[config.mk]
export PLATFORM = sky130hd
export DESIGN_NAME = mm_result_drainer
export DESIGN_NICKNAME = d
export VERILOG_FILES = /design/src/rtl/mm_pkg.sv /design/src/rtl/mm_result_drainer.sv
export SDC_FILE = /design/constraint.sdc
export NUM_CORES = 1
export LEC_CHECK = 0
export ABC_CLOCK_PERIOD_IN_PS = 41300
export BUFFER_PORTS_ARGS = -buffer_cell sky130_fd_sc_hd__buf_4
export CAP_MARGIN = 10
export CORE_AREA = 2 2 246 248
export CTS_BUF_LIST = sky130_fd_sc_hd__clkbuf_4
export DETAILED_ROUTE_END_ITERATION = 6
export DIE_AREA = 0 0 248 250
export HOLD_SLACK_MARGIN = 0.08
export PLACE_DENSITY = 0.72
export SYNTH_ARGS = -nofsm -noshare
export SYNTH_HDL_FRONTEND = slang
export SYNTH_SLANG_ARGS = --single-unit
[constraint.sdc]
create_clock -name clk -period 41.3 [get_ports clk]
set_input_delay 4.13 -clock clk [delete_from_list [all_inputs] [get_ports clk]]
set_output_delay 4.13 -clock clk [all_outputs]
set_load 0.02 [all_outputs]
[src/rtl/mm_pkg.sv]
// Shared sizing constants for the matrix-multiply tile datapath.
package mm_pkg;
  localparam int unsigned T    = 4;
  localparam int unsigned ACCW = 32;
endpackage

[src/rtl/mm_result_drainer.sv]
// Snapshots the PE accumulator array on start and streams the requested
// sub-tile row-major over a valid/ready interface.
module mm_result_drainer #(
  parameter int unsigned T    = mm_pkg::T,
  parameter int unsigned ACCW = mm_pkg::ACCW
) (
  input  logic                           clk,
  input  logic                           rst,
  input  logic                           start,
  input  logic [15:0]                    tile_rows,
  input  logic [15:0]                    tile_cols,
  input  logic                           bankset_sel,
  input  logic [T-1:0][T-1:0][ACCW-1:0]  acc_data,
  input  logic [T-1:0][T-1:0]            acc_valid,
  output logic                           busy,
  output logic                           done,
  output logic                           err,
  output logic                           out_valid,
  input  logic                           out_ready,
  output logic [ACCW-1:0]                out_data,
  output logic [15:0]                    out_row,
  output logic [15:0]                    out_col,
  output logic                           out_last,
  output logic                           out_bank
);

  localparam int unsigned CW = $clog2(T) + 1;

  typedef enum logic [1:0] {
    IDLE   = 2'd0,
    STREAM = 2'd1,
    DONE   = 2'd2
  } state_t;

  state_t                        state_q, state_d;
  logic [CW-1:0]                 row_q, row_d;
  logic [CW-1:0]                 col_q, col_d;
  logic [CW-1:0]                 rows_q, cols_q;
  logic                          bank_q;
  logic                          err_q, err_d;
  logic [T-1:0][T-1:0][ACCW-1:0] snap_q;
  logic                          capture;
  logic                          req_bad;
  logic                          is_last;

  always_comb begin
    req_bad = (tile_rows == '0) || (32'(tile_rows) > T) ||
              (tile_cols == '0) || (32'(tile_cols) > T);
    for (int unsigned r = 0; r < T; r++) begin
      for (int unsigned c = 0; c < T; c++) begin
        if (r < 32'(tile_rows) && c < 32'(tile_cols) && !acc_valid[r][c])
          req_bad = 1'b1;
      end
    end
  end

  assign is_last = (row_q == rows_q - 1'b1) && (col_q == cols_q - 1'b1);

  always_comb begin
    state_d = state_q;
    row_d   = row_q;
    col_d   = col_q;
    err_d   = 1'b0;
    capture = 1'b0;
    unique case (state_q)
      IDLE: begin
        if (start) begin
          if (req_bad) begin
            err_d = 1'b1;
          end else begin
            capture = 1'b1;
            row_d   = '0;
            col_d   = '0;
            state_d = STREAM;
          end
        end
      end
      STREAM: begin
        if (out_ready) begin
          if (is_last) begin
            state_d = DONE;
          end else if (col_q < cols_q - 1'b1) begin
            col_d = col_q + 1'b1;
          end else begin
            col_d = '0;
            row_d = row_q + 1'b1;
          end
        end
      end
      DONE: state_d = IDLE;
      default: state_d = IDLE;
    endcase
  end

  always_ff @(posedge clk) begin
    if (rst) begin
      state_q <= IDLE;
      row_q   <= '0;
      col_q   <= '0;
      rows_q  <= '0;
      cols_q  <= '0;
      bank_q  <= 1'b0;
      err_q   <= 1'b0;
    end else begin
      state_q <= state_d;
      row_q   <= row_d;
      col_q   <= col_d;
      err_q   <= err_d;
      if (capture) begin
        rows_q <= tile_rows[CW-1:0];
        cols_q <= tile_cols[CW-1:0];
        bank_q <= bankset_sel;
      end
    end
  end

  // Snapshot needs no reset: it is only observed while streaming.
  always_ff @(posedge clk) begin
    if (capture) snap_q <= acc_data;
  end

  always_comb begin
    busy      = (state_q == STREAM);
    done      = (state_q == DONE);
    err       = err_q;
    out_valid = (state_q == STREAM);
    out_bank  = bank_q;
    out_data  = '0;
    out_row   = '0;
    out_col   = '0;
    out_last  = 1'b0;
    if (state_q == STREAM) begin
      out_data = snap_q[row_q[CW-2:0]][col_q[CW-2:0]];
      out_row  = 16'(row_q);
      out_col  = 16'(col_q);
      out_last = is_last;
    end
  end

endmodule

* Word-level counts from Yosys, hierarchy flattened *
Index checks and enable logic that the tools add are counted.

word-level totals
  word-level logic and storage cells = 155
  output and inout bits = 70
  register bits = 528

operators by class
  magnitude comparators = 13
  add/subtract/negate cells = 4
  equal/unequal tests = 10
  bitwise gates (word level) = 2
  multiplexer cells = 43
  reduce and logical (&&, ||, !) cells = 60

operator list
  kind                                                                              number
  128-bit binary-select mux with 2-bit select                                       1
  128-bit two-way mux                                                               1
  32-bit binary-select mux with 2-bit select                                        1
  1-bit by 16-bit less-than comparator with 1-bit output, first input constant      4
  2-bit by 16-bit less-than comparator with 1-bit output, first input constant      4
  32-bit two-way mux                                                                2
  1-bit logical AND                                                                 33
  16-bit by 3-bit greater-than comparator with 1-bit output, second input constant  2
  16-bit logical NOT                                                                2
  3-bit two-way mux                                                                 10
  1-bit two-way mux                                                                 21
  1-bit logical NOT                                                                 16
  3-bit one-hot mux with 2 select lines                                             2
  2-bit two-way mux                                                                 4
  2-bit inequality test, second input constant                                      4
  3-bit by 1-bit adder with 3-bit output, second input constant                     2
  3-bit == test                                                                     2
  2-bit by 3-bit less-than comparator with 1-bit output, second input constant      2
  6-bit AND reduction                                                               1
  3-bit by 1-bit subtractor with 3-bit output, second input constant                2
  5-bit AND reduction                                                               1
  2-bit by 1-bit inequality test with 1-bit output, second input constant           2
  2-bit one-hot mux with 2 select lines                                             1
  4-bit AND reduction                                                               1
  8 further kinds                                                                   11

* Depth between registers and ports, before layout *
Gate-level depths: netlist (run 1).

  depth in word-level cells = 23
  gate-level depth with buffers = 10
  gate-level depth less buffers = 10

* Worst setup path after synthesis (run 1) *
OpenSTA, ideal clock, no wires.

  path type = input -> register
  start = in tile_cols[9]
  end = reg snap_q[0] (netlist bit), enable pin
  library setup time = 2.014 ns
  path buffers = 0
  stages = 5
  data arrival time = 39.743 ns
  slack = -0.457 ns
  path through = nor4_4 nand4_4 o21bai_1 a311oi_2 nor3_1

between the ends
  word-level cells in the longest chain between the ends = 22
  elaborated cells on any way between the ends = 59
  classes of those cells = order compare: 5; mux: 19; reduce/logical: 35

RTL lines
  what                                                                                                 RTL line                                          RTL
  start, declared                                                                                      mm_result_drainer.sv:11                           input logic [15:0] tile_cols,
  1-bit by 16-bit less-than comparator with 1-bit output / 16-bit logical NOT (equally long branches)  mm_result_drainer.sv:51, mm_result_drainer.sv:48
  1-bit logical AND / 1-bit logical OR (equally long branches)                                         mm_result_drainer.sv:51, mm_result_drainer.sv:47
  1-bit logical AND / 1-bit logical OR (equally long branches)                                         mm_result_drainer.sv:51, mm_result_drainer.sv:48
  1-bit two-way mux (15 in a row)                                                                      mm_result_drainer.sv:51                           if (r < 32'(tile_rows) && c < 32'(tile_cols) && !acc_valid[r][c])
  1-bit two-way mux *                                                                                  mm_result_drainer.sv:51
  1-bit two-way mux *                                                                                  mm_result_drainer.sv:68                           if (req_bad) begin
  1-bit two-way mux *                                                                                  mm_result_drainer.sv:67                           if (start) begin
  1-bit two-way mux *                                                                                  mm_result_drainer.sv:65                           unique case (state_q)
  net capture                                                                                          mm_result_drainer.sv:42                           logic capture;
  end signal, assigned                                                                                 mm_result_drainer.sv:119                          if (capture) snap_q <= acc_data;
  end, declared                                                                                        mm_result_drainer.sv:41                           logic [T-1:0][T-1:0][ACCW-1:0] snap_q;

Mark *: on every way through the listed nets, which the timed path passes. The rest lies on a longest branch.
A chain may end at the register's enable or synchronous reset.

* Worst setup path in the final report (run 1) *
  start = reg row_q[0]
  end = out out_data[13]

between the ends
  word-level cells in the longest chain between the ends = 5

RTL lines
  what                                         RTL line                  RTL
  start, declared                              mm_result_drainer.sv:36   logic [CW-1:0] row_q, row_d;
  start signal, assigned                       mm_result_drainer.sv:106  row_q <= row_d;
  128-bit binary-select mux with 2-bit select  mm_result_drainer.sv:133  out_data = snap_q[row_q[CW-2:0]][col_q[CW-2:0]];
  128-bit two-way mux (implied by the code)    mm_result_drainer.sv:133
  32-bit binary-select mux with 2-bit select   mm_result_drainer.sv:133
  32-bit two-way mux (implied by the code)     mm_result_drainer.sv:133
  32-bit two-way mux                           mm_result_drainer.sv:132  if (state_q == STREAM) begin
  end, declared                                mm_result_drainer.sv:20   output logic [ACCW-1:0] out_data,

No other way between the ends. The select of a mux whose other input is x is not followed.

==> flow_summary.json, run 1 <==
{
  "wl_per_cell_um": 22.4,
  "gp_congestion": 0.847,
  "path_buf_inv": 3,
  "p_per_area_nw_per_um2": 40.3,
  "drcViolationCount": 0,
  "synth_top_cells_by_area": "edfxtp_1 73%, mux4_2 17%, dfxtp_1 1.5%",
  "cts_resized": 0,
  "synth-edff-count": 512,
  "path_class": "reg2out",
  "ir_drop_uv": 25.8,
  "cts_tree": "done",
  "crit_path_end_kind": "output port",
  "setup_slack_ps": 32650,
  "critPathLaunchType": "register",
  "clockRootBuffer": "clkbuf_4",
  "drive_above_1_share": 0.573,
  "io_buffer_count": 608,
  "cts_max_path_buffers": 3,
  "insertion_delay_ps": 910,
  "via_count": 12300,
  "synthCells": 951,
  "timing.critical_path.max_delay_family": "buffers and inverters",
  "path_cells": "buf_4, buf_4, mux4_2, mux4_2, and2_1, buf_4",
  "hold_class": "reg2reg",
  "cp.arrival_ps": 4520,
  "initial_core_util": 0.352,
  "syn_area_per_cell_um2": 22.1,
  "grt_antenna_before_repair": 10,
  "h-tree-depth": 4,
  "core_area_um2": 59600,
  "detail-route-antenna-nets": 0,
  "fin_skew_ps": 31.0,
  "pre_cts_ws_ps": 32550,
  "grt.overflow.total": 0,
  "ys_seq_area_frac": 0.748,
  "cts_sinks": 528,
  "post_cts.repair.setup_buffers": 0,
  "drt-pass1-iter-count": 5,
  "fin_crit_sh": 0.210,
  "cpMaxStageDelayCell": "buf_4",
  "dieWidth_um": 248,
  "netlist.area_leader.share": 0.733,
  "p_leak_nw": 10.2,
  "drt-vias-per-instance": 4.84,
  "cts_hold_buf": 0,
  "grt_first_pass_wirelength_mm": 81.2,
  "synth_flop_cell": "edfxtp_1",
  "max_freq_mhz": 116,
  "yosysTopAreaCell": "edfxtp_1",
  "yosysWarnings": 0,
  "cap_violations": 0,
  "grt_pass1_vias": 13400,
  "report.final.hold_viol_count": 0,
  "grt_start_max_net_pins": 192,
  "dr.first_iter.drc_count": 819,
  "worst_ep_required_time_ps": 37170,
  "final-setup-viol-count": 0,
  "synthArstFlopShare": 0,
  "numCtsBuffers": 140,
  "setup_tns_ps": 0,
  "slew_violations": 0,
  "die-area_um2": 62000,
  "num_io_pins": 635,
  "areaGrowthSynthToFinish_pct": 34.1,
  "nets": 2240,
  "synth_seq_cells": 528,
  "tightest_slew_ps": 1310,
  "rsz0062_at_grt": "no",
  "cts.clk_slew.worst_paths_ps": 70,
  "top_layer_used": "met5",
  "cpMostUsedCell": "buf_4",
  "critPathMaxFanout": 41,
  "wl_met3_mm": 5.46,
  "drt-total-wl_mm": 57.1,
  "slowest_delay_ps": 790,
  "period_needed_ps": 8650,
  "rows": 90,
  "drt-met1-wl_mm": 19.7,
  "track_usage": 0.182,
  "dpl.hpwl_mm": 40.6,
  "yosysUniqueCellTypes": 55,
  "instances_no_fill": 2549,
  "route.met2.wl_mm": 30.3,
  "dp.cells": 2308,
  "status": "finished clean",
  "die_height_um": 250,
  "synth_area_um2": 21000,
  "slew_headroom": 0.125
}
==> routing by layer <==
metal / vias up / GRT usage
met5: - / 0
met4: 8 / 0.0797
li1: 5452 / -
met1: 6120 / 0.193
met3: 106 / 0.0719
met2: 648 / 0.318
==> cell usage after synthesis, types with 2 or more instances <==
cell type,count
a211o_1,3
a21oi_1,4
a31oi_1,4
and2_1,38
buf_1,11
buf_2,13
buf_4,27
clkbuf_1,19
dfxtp_1,16
edfxtp_1,512
ha_1,7
inv_1,10
mux2i_1,9
mux4_2,160
nand2_1,13
nand2b_1,18
nand3_1,5
nand4_1,5
nor2_1,13
nor2b_1,5
nor3_1,10
nor4_1,4
nor4_4,2
o21ai_0,6
o21ai_1,2
o21bai_1,2
or3_1,3
xor2_1,3
==> final timing paths <==
kind	startpoint	end	slack (ps)	depth (start not counted)
max	row_q[0]	out_data[13]	32650	6
min	rows_q[1]	rows_q[1]	480	2
max reg2reg	state_q[0]	snap_q[241]	37110	7
min reg2reg	rows_q[1]	rows_q[1]	480	2
==> stage by stage <==
stage,instance area (um2),power [mW],util,hold WS (ps)
CTS,28100,1.15,0.472,478
floorplan,21100,0.644,-,449
global route,28100,1.19,0.472,510
global placement,26400,0.692,0.443,465
finish,28100,1.13,0.472,475
detailed placement,26400,0.693,0.443,460
==> cells by family (layout without fill, tap and decap cells) <==
family | Yosys count | after routing | share of synthesized area
XOR/XNOR | 5 | 5 | 0.00274
other | 1 | 34 | 0.000179
buffers and inverters | 82 | 865 | 0.0206
AND/OR/NAND/NOR | 126 | 126 | 0.0368
adder cells (fa/ha/maj) | 7 | 7 | 0.00417
multiplexers | 169 | 169 | 0.176
flip-flops | 528 | 528 | 0.748
AO/OA/AOI/OAI | 33 | 33 | 0.0116
==> state kept, by name, summed over array words and instances, names as in the netlist <==
name	cells
col_q	3
rows_q	3
state_q	2
snap_q	512
out_bank	1
err	1
row_q	3
cols_q	3
==> layout make-up <==
| type | instances | area [um2] |
|---|---|---|
| fillers | 5027 | 31400 |
| flip-flops and latches | 528 | 15700 |
| multi-input cells | 366 | 4960 |
| repair buffers | 621 | 4690 |
| clock buffers | 194 | 1460 |
| well taps | 782 | 978 |
| clock inverters | 39 | 282 |
| inverters | 11 | 42.5 |
| diodes | 8 | 20.0 |
==> power breakdown <==
group / switching, mW / internal [mW] / total [mW]
Combinational: 0.0310 / 0.0606 / 0.0916
Clock: 0.213 / 0.241 / 0.454
Sequential: 0.00188 / 0.587 / 0.589
Total: 0.246 / 0.889 / 1.13
==> worst register-to-register path, cell delays in order (launching register included) <==
cell	delay [ps]
dfxtp_1	360
nor2_1	140
nand2_1	180
a211o_1	300
nor3_4	160
buf_12	570
buf_12	1150
buf_4	900
==> cells in the final DEF (no fill, tap or decap), types with 13 or more instances in the layout <==
cell | synthesis | final
nand2_1 | 13 | 13
clkinv_1 | 0 | 21
nor2_1 | 13 | 13
dfxtp_1 | 16 | 13
edfxtp_1 | 512 | 512
clkbuf_4 | 0 | 194
buf_4 | 27 | 619
nand2b_1 | 18 | 18
and2_1 | 38 | 38
conb_1 | 1 | 26
mux4_2 | 160 | 160
(Power assumes the default switching activity.)
==> inputs of run 2 (changes only) <==
==> config.mk (replaced) <==
export PLATFORM = sky130hd
export DESIGN_NAME = mm_result_drainer
export DESIGN_NICKNAME = d
export VERILOG_FILES = /design/src/rtl/mm_pkg.sv /design/src/rtl/mm_result_drainer.sv
export SDC_FILE = /design/constraint.sdc
export NUM_CORES = 1
export LEC_CHECK = 0
export ABC_CLOCK_PERIOD_IN_PS = 8900
export BUFFER_PORTS_ARGS = -buffer_cell sky130_fd_sc_hd__buf_4
export CAP_MARGIN = 10
export CORE_AREA = 2 2 248 250
export CTS_BUF_LIST = sky130_fd_sc_hd__clkbuf_4
export DETAILED_ROUTE_END_ITERATION = 6
export DIE_AREA = 0 0 250 252
export HOLD_SLACK_MARGIN = 0.08
export PLACE_DENSITY = 0.69
export SYNTH_ARGS = -nofsm -noshare
export SYNTH_HDL_FRONTEND = slang
export SYNTH_SLANG_ARGS = --single-unit
==> constraint.sdc (replaced) <==
create_clock -name clk -period 8.9 [get_ports clk]
set_input_delay 0.89 -clock clk [delete_from_list [all_inputs] [get_ports clk]]
set_output_delay 0.89 -clock clk [all_outputs]
set_load 0.02 [all_outputs]
==> flow_summary.json, run 2 <==
{
  "synthSimpleGateAreaFrac": 0.0368,
  "ys_seq_area_frac": 0.748,
  "cts_resized": 0,
  "h-tree-depth": 4,
  "synthCells": 951,
  "yosysUniqueCellTypes": 55,
  "gp_congestion": 0.883,
  "initial_core_util": 0.349,
  "netlist.area_leader.share": 0.733,
  "yosysWarnings": 0,
  "yosysTopAreaCell": "edfxtp_1",
  "synth_area_um2": 21000,
  "synth_top_cells_by_area": "edfxtp_1 73%, mux4_2 17%, dfxtp_1 1.5%",
  "synth_top_family_by_area": "multiplexers",
  "status": "stopped before the end",
  "post_cts.repair.setup_buffers": 0,
  "synthArstFlopShare": 0,
  "io_buffer_count": 608,
  "dp.cells": 2308,
  "tool.error": "[ERROR RSZ-0060] Max buffer count reached.",
  "synth_xor_area_frac": 0.00274,
  "synth_flop_cell": "edfxtp_1",
  "haltStage": "4_1_cts",
  "dpl.hpwl_mm": 41.0,
  "synth_seq_cells": 528,
  "rows": 90,
  "synth_compound_area_frac": 0.0116,
  "cts_max_path_buffers": 3,
  "clockRootBuffer": "clkbuf_4",
  "die_height_um": 252,
  "cts_sinks": 528,
  "dieWidth_um": 250,
  "numCtsBuffers": 141,
  "synth_top_cells_by_count": "512 x edfxtp_1, 160 x mux4_2, 38 x and2_1",
  "num_io_pins": 635,
  "synthAdderAreaFrac": 0.00417,
  "cts_hold_buf": 510,
  "synth-edff-count": 512,
  "synth_mux_area_frac": 0.176,
  "syn_area_per_cell_um2": 22.1,
  "yosys.cell_count.top_type": "edfxtp_1"
}
[run 2: kinds of logic after synthesis]
kind of cell,after synthesis
buffers and inverters,82
AND/OR/NAND/NOR,126
adder cells (fa/ha/maj),7
AO/OA/AOI/OAI,33
XOR/XNOR,5
flip-flops,528
multiplexers,169
other,1
[run 2: through the flow]
step | hold WS [ps] | worst slack [ps] | cell area (um2) | util
floorplan | 449 | -5710 | 21100 | -
global placement | 459 | 4260 | 26400 | 0.439
detailed placement | 466 | 4130 | 26400 | 0.439
==> inputs of run 3 (changes only) <==
--- a/config.mk
+++ b/config.mk
@@ -8,12 +8,10 @@
 export ABC_CLOCK_PERIOD_IN_PS = 8900
 export BUFFER_PORTS_ARGS = -buffer_cell sky130_fd_sc_hd__buf_4
 export CAP_MARGIN = 10
-export CORE_AREA = 2 2 248 250
-export CTS_BUF_LIST = sky130_fd_sc_hd__clkbuf_4
+export CORE_AREA = 2 2 247 249
 export DETAILED_ROUTE_END_ITERATION = 6
-export DIE_AREA = 0 0 250 252
-export HOLD_SLACK_MARGIN = 0.08
-export PLACE_DENSITY = 0.69
+export DIE_AREA = 0 0 249 251
+export PLACE_DENSITY_LB_ADDON = 0.15
 export SYNTH_ARGS = -nofsm -noshare
 export SYNTH_HDL_FRONTEND = slang
 export SYNTH_SLANG_ARGS = --single-unit
==> flow_summary.json, run 3 (synthesis gave the netlist of run 1 again) <==
{
  "top_register": "snap_q",
  "slew_headroom": 0.276,
  "period_needed_ps": 4730,
  "track_usage": 0.186,
  "path_cells": "buf_4, mux4_2, mux4_2, and2_1, buf_4",
  "num-fill-cells": 5097,
  "nets": 2158,
  "status": "finished clean",
  "max_freq_mhz": 212,
  "fin_crit_sh": 0.531,
  "clockRootBuffer": "clkbuf_16",
  "critPathLaunchType": "register",
  "cts_max_path_buffers": 3,
  "layout_commonest_cell": "buf_4",
  "die_height_um": 251,
  "fin_skew_ps": 22.9,
  "dpl.hpwl_mm": 42.1,
  "ir_drop_uv": 139,
  "cts_tree": "done",
  "crit_path_end_kind": "output port",
  "p_per_area_nw_per_um2": 195,
  "drcViolationCount": 0,
  "wl_per_cell_um": 24.2,
  "post_cts.repair.setup_buffers": 0,
  "cap_violations": 0,
  "rows": 90,
  "finalPower_mw": 5.51,
  "drt-pass1-iter-count": 5,
  "busiest_layer": "met2",
  "grtUsageMet1": 0.218,
  "num_io_pins": 635,
  "critPathMaxFanout": 41,
  "core_area_um2": 59800,
  "slowest_delay_ps": 890,
  "drive_above_1_share": 0.542,
  "grt_antenna_before_repair": 20,
  "gp_congestion": 0.843,
  "path_class": "reg2out",
  "detail-route-antenna-nets": 0,
  "dp.cells": 2309,
  "hold_class": "in2reg",
  "die-area_um2": 62500,
  "worst_ep_required_time_ps": 8010,
  "cts.clk_slew.worst_paths_ps": 60,
  "grt_use_met3": 0.0604,
  "report.final.hold_viol_count": 0,
  "numCtsBuffers": 57,
  "drt-vias-per-instance": 4.82,
  "final_cell_mix": "620 x buf_4, 512 x edfxtp_1, 160 x mux4_2",
  "cts_hold_buf": 0,
  "final-setup-viol-count": 0,
  "grt_pass1_vias": 12700,
  "tightest_slew_ps": 1090,
  "p_leak_nw": 10.1,
  "setup_slack_ps": 4170,
  "cts_sinks": 528,
  "dr.first_iter.drc_count": 836,
  "cpMaxStageDelayCell": "dfxtp_4",
  "io_buffer_count": 608,
  "dieWidth_um": 249,
  "drt-total-wl_mm": 58.8,
  "areaGrowthSynthToFinish_pct": 34.8,
  "grt.overflow.total": 0,
  "via_count": 11700,
  "initial_core_util": 0.351,
  "grt_start_max_net_pins": 177,
  "instances_no_fill": 2427,
  "grtUsageMet2": 0.321,
  "cts_resized": 0,
  "largest_reg_flops": 512,
  "h-tree-depth": 2,
  "pre_cts_ws_ps": 4550,
  "cp.arrival_ps": 3840,
  "grt_first_pass_wirelength_mm": 84.5,
  "rsz0062_at_grt": "no",
  "slew_violations": 0,
  "insertion_delay_ps": 610
}
-- run 3: metal layers --
| metal | routed length (um) | share of wire |
|---|---|---|
| met5 | 106 | 0.0018 |
| met4 | 1440 | 0.024 |
| met3 | 4770 | 0.081 |
| met2 | 30900 | 0.52 |
| met1 | 21600 | 0.37 |
-- run 3: through the flow --
| stage | util | setup TNS [ps] | hold WS, ps | instance area, um2 |
|---|---|---|---|---|
| after CTS | 0.473 | 0 | 405 | 28300 |
| after global routing | 0.473 | 0 | 411 | 28300 |
| after floorplan | - | -2925480 | 449 | 21100 |
| after global placement | 0.441 | 0 | 459 | 26400 |
| final | 0.473 | 0 | 456 | 28300 |
| after detailed placement | 0.441 | 0 | 470 | 26400 |
-- run 3: worst max-delay path: cells and delay by family (launching register included) --
kind	cells	cell delay, ps
buf+inv	2	940
simple gates	1	180
flops	1	890
mux	2	1150
-- run 3: final timing paths --
kind / endpoint / startpoint / slack (ps) / cells past startpoint
hold / removal: snap_q[6] / acc_data[6] / 460 / 1
hold reg to reg: rows_q[1] / rows_q[1] / 480 / 2
setup / recovery: out_data[20] / row_q[0] / 4170 / 5
setup reg to reg: snap_q[178] / state_q[0] / 5690 / 6
-- run 3: layout make-up --
class	count	area [um2]	share of cell area
flip-flops and latches	528	15700	0.555
multi-input cells	366	4970	0.176
repair buffers	622	4690	0.166
clock buffers	61	1440	0.0509
well taps	782	978	0.0346
clock inverters	46	429	0.0152
inverters	11	42.5	0.00150
diodes	11	27.5	0.000973
-- run 3: power by group --
| group | switching, mW | internal (mW) | leakage [nW] |
|---|---|---|---|
| registers | 0.0178 | 2.72 | 4.73 |
| logic | 0.130 | 0.281 | 4.45 |
| clock network | 0.986 | 1.37 | 0.920 |
